**src/rtl/wb_master_arbiter_pkg.sv**
```systemverilog
// Shared types and constants for the two-master Wishbone arbiter.
// Grant encodings are one-hot so the FSM state doubles as the gnt_o vector.
package wb_master_arbiter_pkg;

    typedef enum logic [1:0] {
        ARB_IDLE = 2'b00,
        ARB_GNT0 = 2'b01,
        ARB_GNT1 = 2'b10
    } arb_state_e;

    localparam logic [31:0] ZeroWord     = 32'h0000_0000;
    localparam logic        WriteDisable = 1'b0;

endpackage

```
**src/rtl/wb_master_arbiter_mux.sv**
```systemverilog
// Combinational request mux (master -> slave) and response demux (slave -> master),
// steered by the one-hot grant; with no grant everything is driven to idle values.
module wb_master_mux
    import wb_master_arbiter_pkg::*;
#(
    parameter int AW = 32,
    parameter int DW = 32
) (
    input  logic [1:0]      gnt,
    input  logic            m0_cyc_i,
    input  logic            m0_stb_i,
    input  logic            m0_we_i,
    input  logic [AW-1:0]   m0_addr_i,
    input  logic [DW-1:0]   m0_data_i,
    input  logic [DW/8-1:0] m0_sel_i,
    output logic [DW-1:0]   m0_data_o,
    output logic            m0_ack_o,
    input  logic            m1_cyc_i,
    input  logic            m1_stb_i,
    input  logic            m1_we_i,
    input  logic [AW-1:0]   m1_addr_i,
    input  logic [DW-1:0]   m1_data_i,
    input  logic [DW/8-1:0] m1_sel_i,
    output logic [DW-1:0]   m1_data_o,
    output logic            m1_ack_o,
    output logic [AW-1:0]   s_addr_o,
    output logic [DW-1:0]   s_data_o,
    output logic [DW/8-1:0] s_sel_o,
    output logic            s_we_o,
    output logic            s_stb_o,
    output logic            s_cyc_o,
    input  logic [DW-1:0]   s_data_i,
    input  logic            s_ack_i
);

    always_comb begin
        s_addr_o  = AW'(ZeroWord);
        s_data_o  = DW'(ZeroWord);
        s_sel_o   = '0;
        s_we_o    = WriteDisable;
        s_stb_o   = 1'b0;
        s_cyc_o   = 1'b0;
        m0_data_o = DW'(ZeroWord);
        m0_ack_o  = 1'b0;
        m1_data_o = DW'(ZeroWord);
        m1_ack_o  = 1'b0;
        case (gnt)
            ARB_GNT0: begin
                s_addr_o  = m0_addr_i;
                s_data_o  = m0_data_i;
                s_sel_o   = m0_sel_i;
                s_we_o    = m0_we_i;
                s_stb_o   = m0_stb_i;
                s_cyc_o   = m0_cyc_i;
                m0_data_o = s_data_i;
                m0_ack_o  = s_ack_i;
            end
            ARB_GNT1: begin
                s_addr_o  = m1_addr_i;
                s_data_o  = m1_data_i;
                s_sel_o   = m1_sel_i;
                s_we_o    = m1_we_i;
                s_stb_o   = m1_stb_i;
                s_cyc_o   = m1_cyc_i;
                m1_data_o = s_data_i;
                m1_ack_o  = s_ack_i;
            end
            default: ;
        endcase
    end

endmodule

```
**src/rtl/wb_master_arbiter.sv**
```systemverilog
// Two-master Wishbone arbiter: m0 (data side) and m1 (instruction side) share one slave.
// Define WB_ARB_RR_EN to break simultaneous requests round-robin instead of m0-first.
module wb_master_arbiter
    import wb_master_arbiter_pkg::*;
#(
    parameter int AW = 32,
    parameter int DW = 32
) (
    input  logic            clk,
    input  logic            rst,
    input  logic            m0_cyc_i,
    input  logic            m0_stb_i,
    input  logic            m0_we_i,
    input  logic [AW-1:0]   m0_addr_i,
    input  logic [DW-1:0]   m0_data_i,
    input  logic [DW/8-1:0] m0_sel_i,
    output logic [DW-1:0]   m0_data_o,
    output logic            m0_ack_o,
    input  logic            m1_cyc_i,
    input  logic            m1_stb_i,
    input  logic            m1_we_i,
    input  logic [AW-1:0]   m1_addr_i,
    input  logic [DW-1:0]   m1_data_i,
    input  logic [DW/8-1:0] m1_sel_i,
    output logic [DW-1:0]   m1_data_o,
    output logic            m1_ack_o,
    output logic [AW-1:0]   s_addr_o,
    output logic [DW-1:0]   s_data_o,
    output logic [DW/8-1:0] s_sel_o,
    output logic            s_we_o,
    output logic            s_stb_o,
    output logic            s_cyc_o,
    input  logic [DW-1:0]   s_data_i,
    input  logic            s_ack_i,
    output logic [1:0]      gnt_o
);

    arb_state_e state_q, state_d;

`ifdef WB_ARB_RR_EN
    // 1 = m1 held the most recent grant; reset value lets m0 win the first tie.
    logic last_gnt_q, last_gnt_d;

    always_ff @(posedge clk or posedge rst) begin
        if (rst) begin
            state_q    <= ARB_IDLE;
            last_gnt_q <= 1'b1;
        end else begin
            state_q    <= state_d;
            last_gnt_q <= last_gnt_d;
        end
    end
`else
    always_ff @(posedge clk or posedge rst) begin
        if (rst) begin
            state_q <= ARB_IDLE;
        end else begin
            state_q <= state_d;
        end
    end
`endif

    always_comb begin
        state_d = state_q;
`ifdef WB_ARB_RR_EN
        last_gnt_d = last_gnt_q;
`endif
        case (state_q)
            ARB_IDLE: begin
`ifdef WB_ARB_RR_EN
                if (m0_cyc_i && m1_cyc_i) begin
                    state_d    = last_gnt_q ? ARB_GNT0 : ARB_GNT1;
                    last_gnt_d = ~last_gnt_q;
                end else if (m0_cyc_i) begin
                    state_d    = ARB_GNT0;
                    last_gnt_d = 1'b0;
                end else if (m1_cyc_i) begin
                    state_d    = ARB_GNT1;
                    last_gnt_d = 1'b1;
                end
`else
                if (m0_cyc_i) begin
                    state_d = ARB_GNT0;
                end else if (m1_cyc_i) begin
                    state_d = ARB_GNT1;
                end
`endif
            end
            ARB_GNT0: if (!m0_cyc_i) state_d = ARB_IDLE;
            ARB_GNT1: if (!m1_cyc_i) state_d = ARB_IDLE;
            default:  state_d = ARB_IDLE;
        endcase
    end

    assign gnt_o = state_q;

    wb_master_mux #(
        .AW(AW),
        .DW(DW)
    ) u_mux (
        .gnt       (gnt_o),
        .m0_cyc_i  (m0_cyc_i),
        .m0_stb_i  (m0_stb_i),
        .m0_we_i   (m0_we_i),
        .m0_addr_i (m0_addr_i),
        .m0_data_i (m0_data_i),
        .m0_sel_i  (m0_sel_i),
        .m0_data_o (m0_data_o),
        .m0_ack_o  (m0_ack_o),
        .m1_cyc_i  (m1_cyc_i),
        .m1_stb_i  (m1_stb_i),
        .m1_we_i   (m1_we_i),
        .m1_addr_i (m1_addr_i),
        .m1_data_i (m1_data_i),
        .m1_sel_i  (m1_sel_i),
        .m1_data_o (m1_data_o),
        .m1_ack_o  (m1_ack_o),
        .s_addr_o  (s_addr_o),
        .s_data_o  (s_data_o),
        .s_sel_o   (s_sel_o),
        .s_we_o    (s_we_o),
        .s_stb_o   (s_stb_o),
        .s_cyc_o   (s_cyc_o),
        .s_data_i  (s_data_i),
        .s_ack_i   (s_ack_i)
    );

endmodule

```
**config.mk**
```make
export PLATFORM = sky130hd
export DESIGN_NAME = wb_master_arbiter
export DESIGN_NICKNAME = d
export VERILOG_FILES = /design/src/rtl/wb_master_arbiter_pkg.sv /design/src/rtl/wb_master_arbiter_mux.sv /design/src/rtl/wb_master_arbiter.sv
export SDC_FILE = /design/constraint.sdc
export NUM_CORES = 1
export LEC_CHECK = 0
export ABC_AREA = 1
export CAP_MARGIN = 20
export CORE_AREA = 10 10 116 118
export CTS_BUF_LIST = sky130_fd_sc_hd__clkbuf_2
export DETAILED_ROUTE_END_ITERATION = 12
export DIE_AREA = 0 0 126 128
export SLEW_MARGIN = 20
export SYNTH_ARGS = -nofsm -noshare
export SYNTH_HDL_FRONTEND = slang
export SYNTH_HIERARCHICAL = 1
export SYNTH_SLANG_ARGS = --single-unit
export TNS_END_PERCENT = 50
```
**constraint.sdc**
```tcl
create_clock -name clk -period 1.4 [get_ports clk]
set_input_delay 0.14 -clock clk [delete_from_list [all_inputs] [get_ports clk]]
set_output_delay 0.14 -clock clk [all_outputs]
set_load 0.01 [all_outputs]
```
* After elaboration in Yosys (flattened, before gate mapping) *
Index checks and enable logic that the tools add are counted.

cells by class
  equality and inequality tests = 5
  reduce and logical (&&, ||, !) cells = 2
  add/sub/neg operators = 0
  divide/modulo/power cells = 0
  multiplexer cells = 15
  $mul = 0
  shift operators = 0
  bitwise gates (word level) = 0
  $lt $le $gt $ge = 0

operator list
  operator            number
  $pmux 32 s2         2
  $mux 32             2
  $mux 2              4
  $pmux 4 s2          1
  $pmux 1 s2          3
  $pmux 2 s3          1
  $ne 2x2->1 const B  2
  $ne 3x3->1 const B  1
  $reduce_and 3->1    1
  $eq 2x1->1 const B  1
  $eq 2x2->1 const B  1
  $logic_not 2->1     1
  $mux 1              2

storage, ports and cells
  latch bits = 0
  bits of input ports = 177
  flip-flop bits (word level) = 2
  logic and storage cells = 23
  memories kept = 0
  bits in writable memories = 0
  bits in read-only memories = 0

* Longest topological paths before layout *
  word-level depth = 3
  gate-level depth with buffers = 7
  mapped depth without buffers = 4

* Cells and area by module *
The synthesis kept the hierarchy.

modules (own cells, without submodules)
  module             instances  cells an instance  sequential area each (sq um)  area an instance (sq um)
  wb_master_mux      1          381                0.0                           1621.6
  wb_master_arbiter  1          8                  50.0                          75.1

* Worst setup path before layout *
Ideal clock, no wire load.

  path type = reg2out
  from = register state_q[0], in the netlist gnt_o[0]
  to = output port s_addr_o[0]
  buffers on the path = 2
  stages on the path, launching flop included = 6
  data required time = 1260 ps
  arrival time = 1288 ps
  slack = -28 ps
  path through = dfrtp_1 inv_1 ha_1 buf_2 clkbuf_1 a21oi_1

between the ends
  longest elaborated chain between the ends = 2
  elaborated cells between the ends (all ways) = 3

RTL lines
  what                                             line                         text
  start: declaration                               wb_master_arbiter.sv:38      arb_state_e state_q, state_d;
  start signal: assignment                         wb_master_arbiter.sv:58      state_q <= state_d;
  $eq 2x2->1 / $eq 2x1->1 (equally long branches)  wb_master_arbiter_mux.sv:47  case (gnt)
  $pmux 32 s2 (*)                                  wb_master_arbiter_mux.sv:47
  end: declaration                                 wb_master_arbiter.sv:27      output logic [AW-1:0] s_addr_o,

Mark *: on every way between the ends. The rest lies on a longest branch, timed or not.

* Worst setup path in the final report *
  from = register state_q[1], in the netlist gnt_o[1]
  to = output port s_data_o[18]

between the ends
  longest elaborated chain between the ends = 2
  elaborated cells between the ends (all ways) = 3

RTL lines
  what                                             line                         text
  $eq 2x2->1 / $eq 2x1->1 (equally long branches)  wb_master_arbiter_mux.sv:47
  $pmux 32 s2 (*)                                  wb_master_arbiter_mux.sv:47
  end: declaration                                 wb_master_arbiter.sv:28      output logic [DW-1:0] s_data_o,

Marked as above.

==> run_results.csv <==
group,metric,value,unit
placement,globalplace.congestion,0.8657,
pwr,power,2.157,mW
logic_synthesis,synth_fa_ha_area_frac,0.01475,
pwr,p_leak,2.964,nW
clock_network,clk_pin_slew,40,ps
grt,antenna_found_initial,0,
min_path,hold_class,"input port to async pin",
logic_synthesis,synth.largest_area_cell,"nand2_1",
logic_synthesis,yosys.area.top_type_share,0.4624,
clock_network,cts.root.buffer_cell,"clkbuf_2",
clock_network,cts_tree,"done",
logic_synthesis,syn_inst,389,
final_layout,nets,910,
route,antenna_left,0,
floorplanning,initial_core_util,0.1512,
clock_network,clockBufferDepth,2,
clock_network,h-tree-depth,1,
grt,grt_pass1_wl,21960,µm
final_layout,area_growth_syn_to_layout,232.4,%
grt,grt_max_degree,41,
final_layout,n_fill_cell,1124,
worst_setup_path,worstPathArrival,1570,ps
logic_synthesis,synth_top_family_by_area,"simple AND/OR/NAND/NOR gates",
timing,worst_pin_slew,205.1,ps
timing,finalSetupTns,-28660,ps
logic_synthesis,synth_most_common_cell,"nand2_1",
worst_setup_path,slowest_delay,390,ps
placement,dp_hpwl,11940,µm
clock_network,cts_made_buffers,3,
timing,hold_viol_final,0,
route,routed_via_density,4.287,
timing,relSlewSlack,0.8629,
logic_synthesis,synth_edf_count,0,
logic_synthesis,synthArstFlopShare,1.000,
timing,setup-violations-final,137,
worst_setup_path,crit_family,"buffers and inverters",
timing,fin_crit_sh,1.224,
floorplanning,dieWidth,126,µm
pwr,ir_worst_vdd,0.2723,mV
clock_network,worst_skew_pair.late_latency,200,ps
final_layout,utilization,0.5026,
timing,timing.fmax,583.6,MHz
worst_setup_path,crit_chain,"inv_2 > ha_4 > buf_12 > buf_12 > buf_6 > nand2_1 > a21oi_1 > buf_2",
logic_synthesis,synth-xor-area-share,0,
logic_synthesis,syn-mean-instance-area,4.362,µm²
timing,fin_crit,1714,ps
route,drtIter0Drc,88,
route,wl_per_cell,18.19,µm
worst_setup_path,crit_path_end_kind,"output port",
worst_setup_path,start_kind,"flip-flop",
final_layout,drive_above_1_share,0.4225,
grt,grt_pass1_vias,3800,
logic_synthesis,muxShareOfSynthArea,0,
pwr,power_density,382.5,nW/µm²
timing,fin_skew,5.014,ps
floorplanning,io-pin-count,316,
worst_setup_path,critPathBufInv,5,
logic_synthesis,synthTopCellsByArea,"nand2_1, a21oi_1, inv_1",
logic_synthesis,synth_flop_cell,"dfrtp_1",
floorplanning,rows,39,
logic_synthesis,yosys_warnings,6,
logic_synthesis,seq_area_frac_synth,0.02950,
logic_synthesis,yosysUniqueCellTypes,10,
logic_synthesis,synthSimpleGateAreaFrac,0.4683,
timing,slew_viol_final,0,
final_layout,antennaDiodeCount,0,
timing,grt_setup_unrepaired,"true",
outcome,failed_checks,"setup timing",
worst_setup_path,crit_type,"flip-flop to output port",
outcome,outcome,"finished with violations",
placement,io_buffers,315,
logic_synthesis,netlist_top_cells_count,"nand2_1, a21oi_1, inv_1, buf_2, buf_6",
logic_synthesis,synth_compound_area_frac,0.2094,
logic_synthesis,synth-seq-cells,2,
run,cap_violations,0,
floorplanning,die_height,128,µm
route,vias,3738,
worst_setup_path,critical_path_required,1260,ps
worst_setup_path,crit_path_frequent_cell,"buf_12",
worst_setup_path,critPathSlowestCell,"dfrtp_1",
floorplanning,dieArea,16130,µm²
grt,grt_usage,0.1678,
logic_synthesis,syn_area,1697,µm²
final_layout,largest_reg_flops,2,
route,first_pass_iters,4,
worst_setup_path,critPathMaxFanout,7,
clock_network,clock-sinks,2,
route,post-route-drc-count,0,
floorplanning,core,11220,µm²
logic_synthesis,syn_nets,568,
timing,fin_ws,-313.6,ps
route,wirelength,15860,µm
grt,grt_overflow,0,
[stage by stage]
step | area [µm²] | setup slack, ps | instances | hold slack [ps]
floorplan | 1697 | -28.28 | 389 | -118.8
global placement | 5094 | -543.2 | 836 | 307.6
detailed placement | 5094 | -555.5 | 836 | 310.3
CTS | 5202 | -416.4 | 861 | 83.03
global route | 5640 | -405.6 | 872 | 83.81
finish | 5640 | -313.6 | 872 | 94.70
[kinds of logic after synthesis]
| family | count (synthesis) |
|---|---|
| fa+ha+maj | 2 |
| compound gates | 71 |
| flops | 2 |
| buf+inv | 103 |
| simple gates | 211 |
[area by class of cell]
| type | instances | area [µm²] | share of cell area |
|---|---|---|---|
| sequential | 2 | 50.05 | 0.008873 |
| inverter | 71 | 266.5 | 0.04725 |
| timing repair buffer | 369 | 3593 | 0.6371 |
| clock buffer | 3 | 15.01 | 0.002662 |
| multi-input combinational | 284 | 1536 | 0.2724 |
| tap | 143 | 178.9 | 0.03172 |
[timing repair]
item	CTS	global route
hold buffers	0	0
cloned	7	7
pin swaps	2	31
setup endpoints to repair	138	139
resized for setup	412	323
buffers inserted	15	5
[power by group]
part | internal (mW) | switching [mW]
logic | 1.13 | 0.861
registers | 0.0620 | 0.00451
clock network | 0.0573 | 0.0391
[worst register-to-register path, stage by stage, from the launching register on]
cell and delay, ps:
dfrtp_1 390, buf_4 140, buf_4 120, nor2_2 110, nor2_1 40
[path summary, 6_finish.rpt]
path / start / end / slack (ps) / cells past startpoint
max: gnt_o[1] / s_data_o[18] / -310 / 8
min: rst / gnt_o[0] / 90 / 2
max reg2reg: gnt_o[1] / gnt_o[1] / 470 / 4
min reg2reg: gnt_o[1] / gnt_o[0] / 670 / 3
max in group asynchronous: rst / gnt_o[1] / 1190 / 2
min in group clk: m0_cyc_i / gnt_o[0] / 510 / 3
[per-layer routing]
metal	vias up	wire length (µm)	GRT usage
li1	1831	-	-
met1	1687	6224	0.1797
met3	10	1494	0.07361
met4	0	147	0.02880
met5	-	0	0
met2	210	7998	0.3020
[cell usage in the layout, fill, tap and decap left out, drive strengths merged]
master | netlist | final
a21oi | 71 | 71
nor2 | 2 | 2
bufbuf | 0 | 1
inv | 71 | 71
clkdlybuf4s50 | 0 | 176
dfrtp | 2 | 2
buf | 28 | 175
clkbuf | 4 | 16
dlymetal6s2s | 0 | 2
nand2 | 209 | 209
dlygate4sd2 | 0 | 2
ha | 2 | 2
Power figures use the tool's default switching activity.
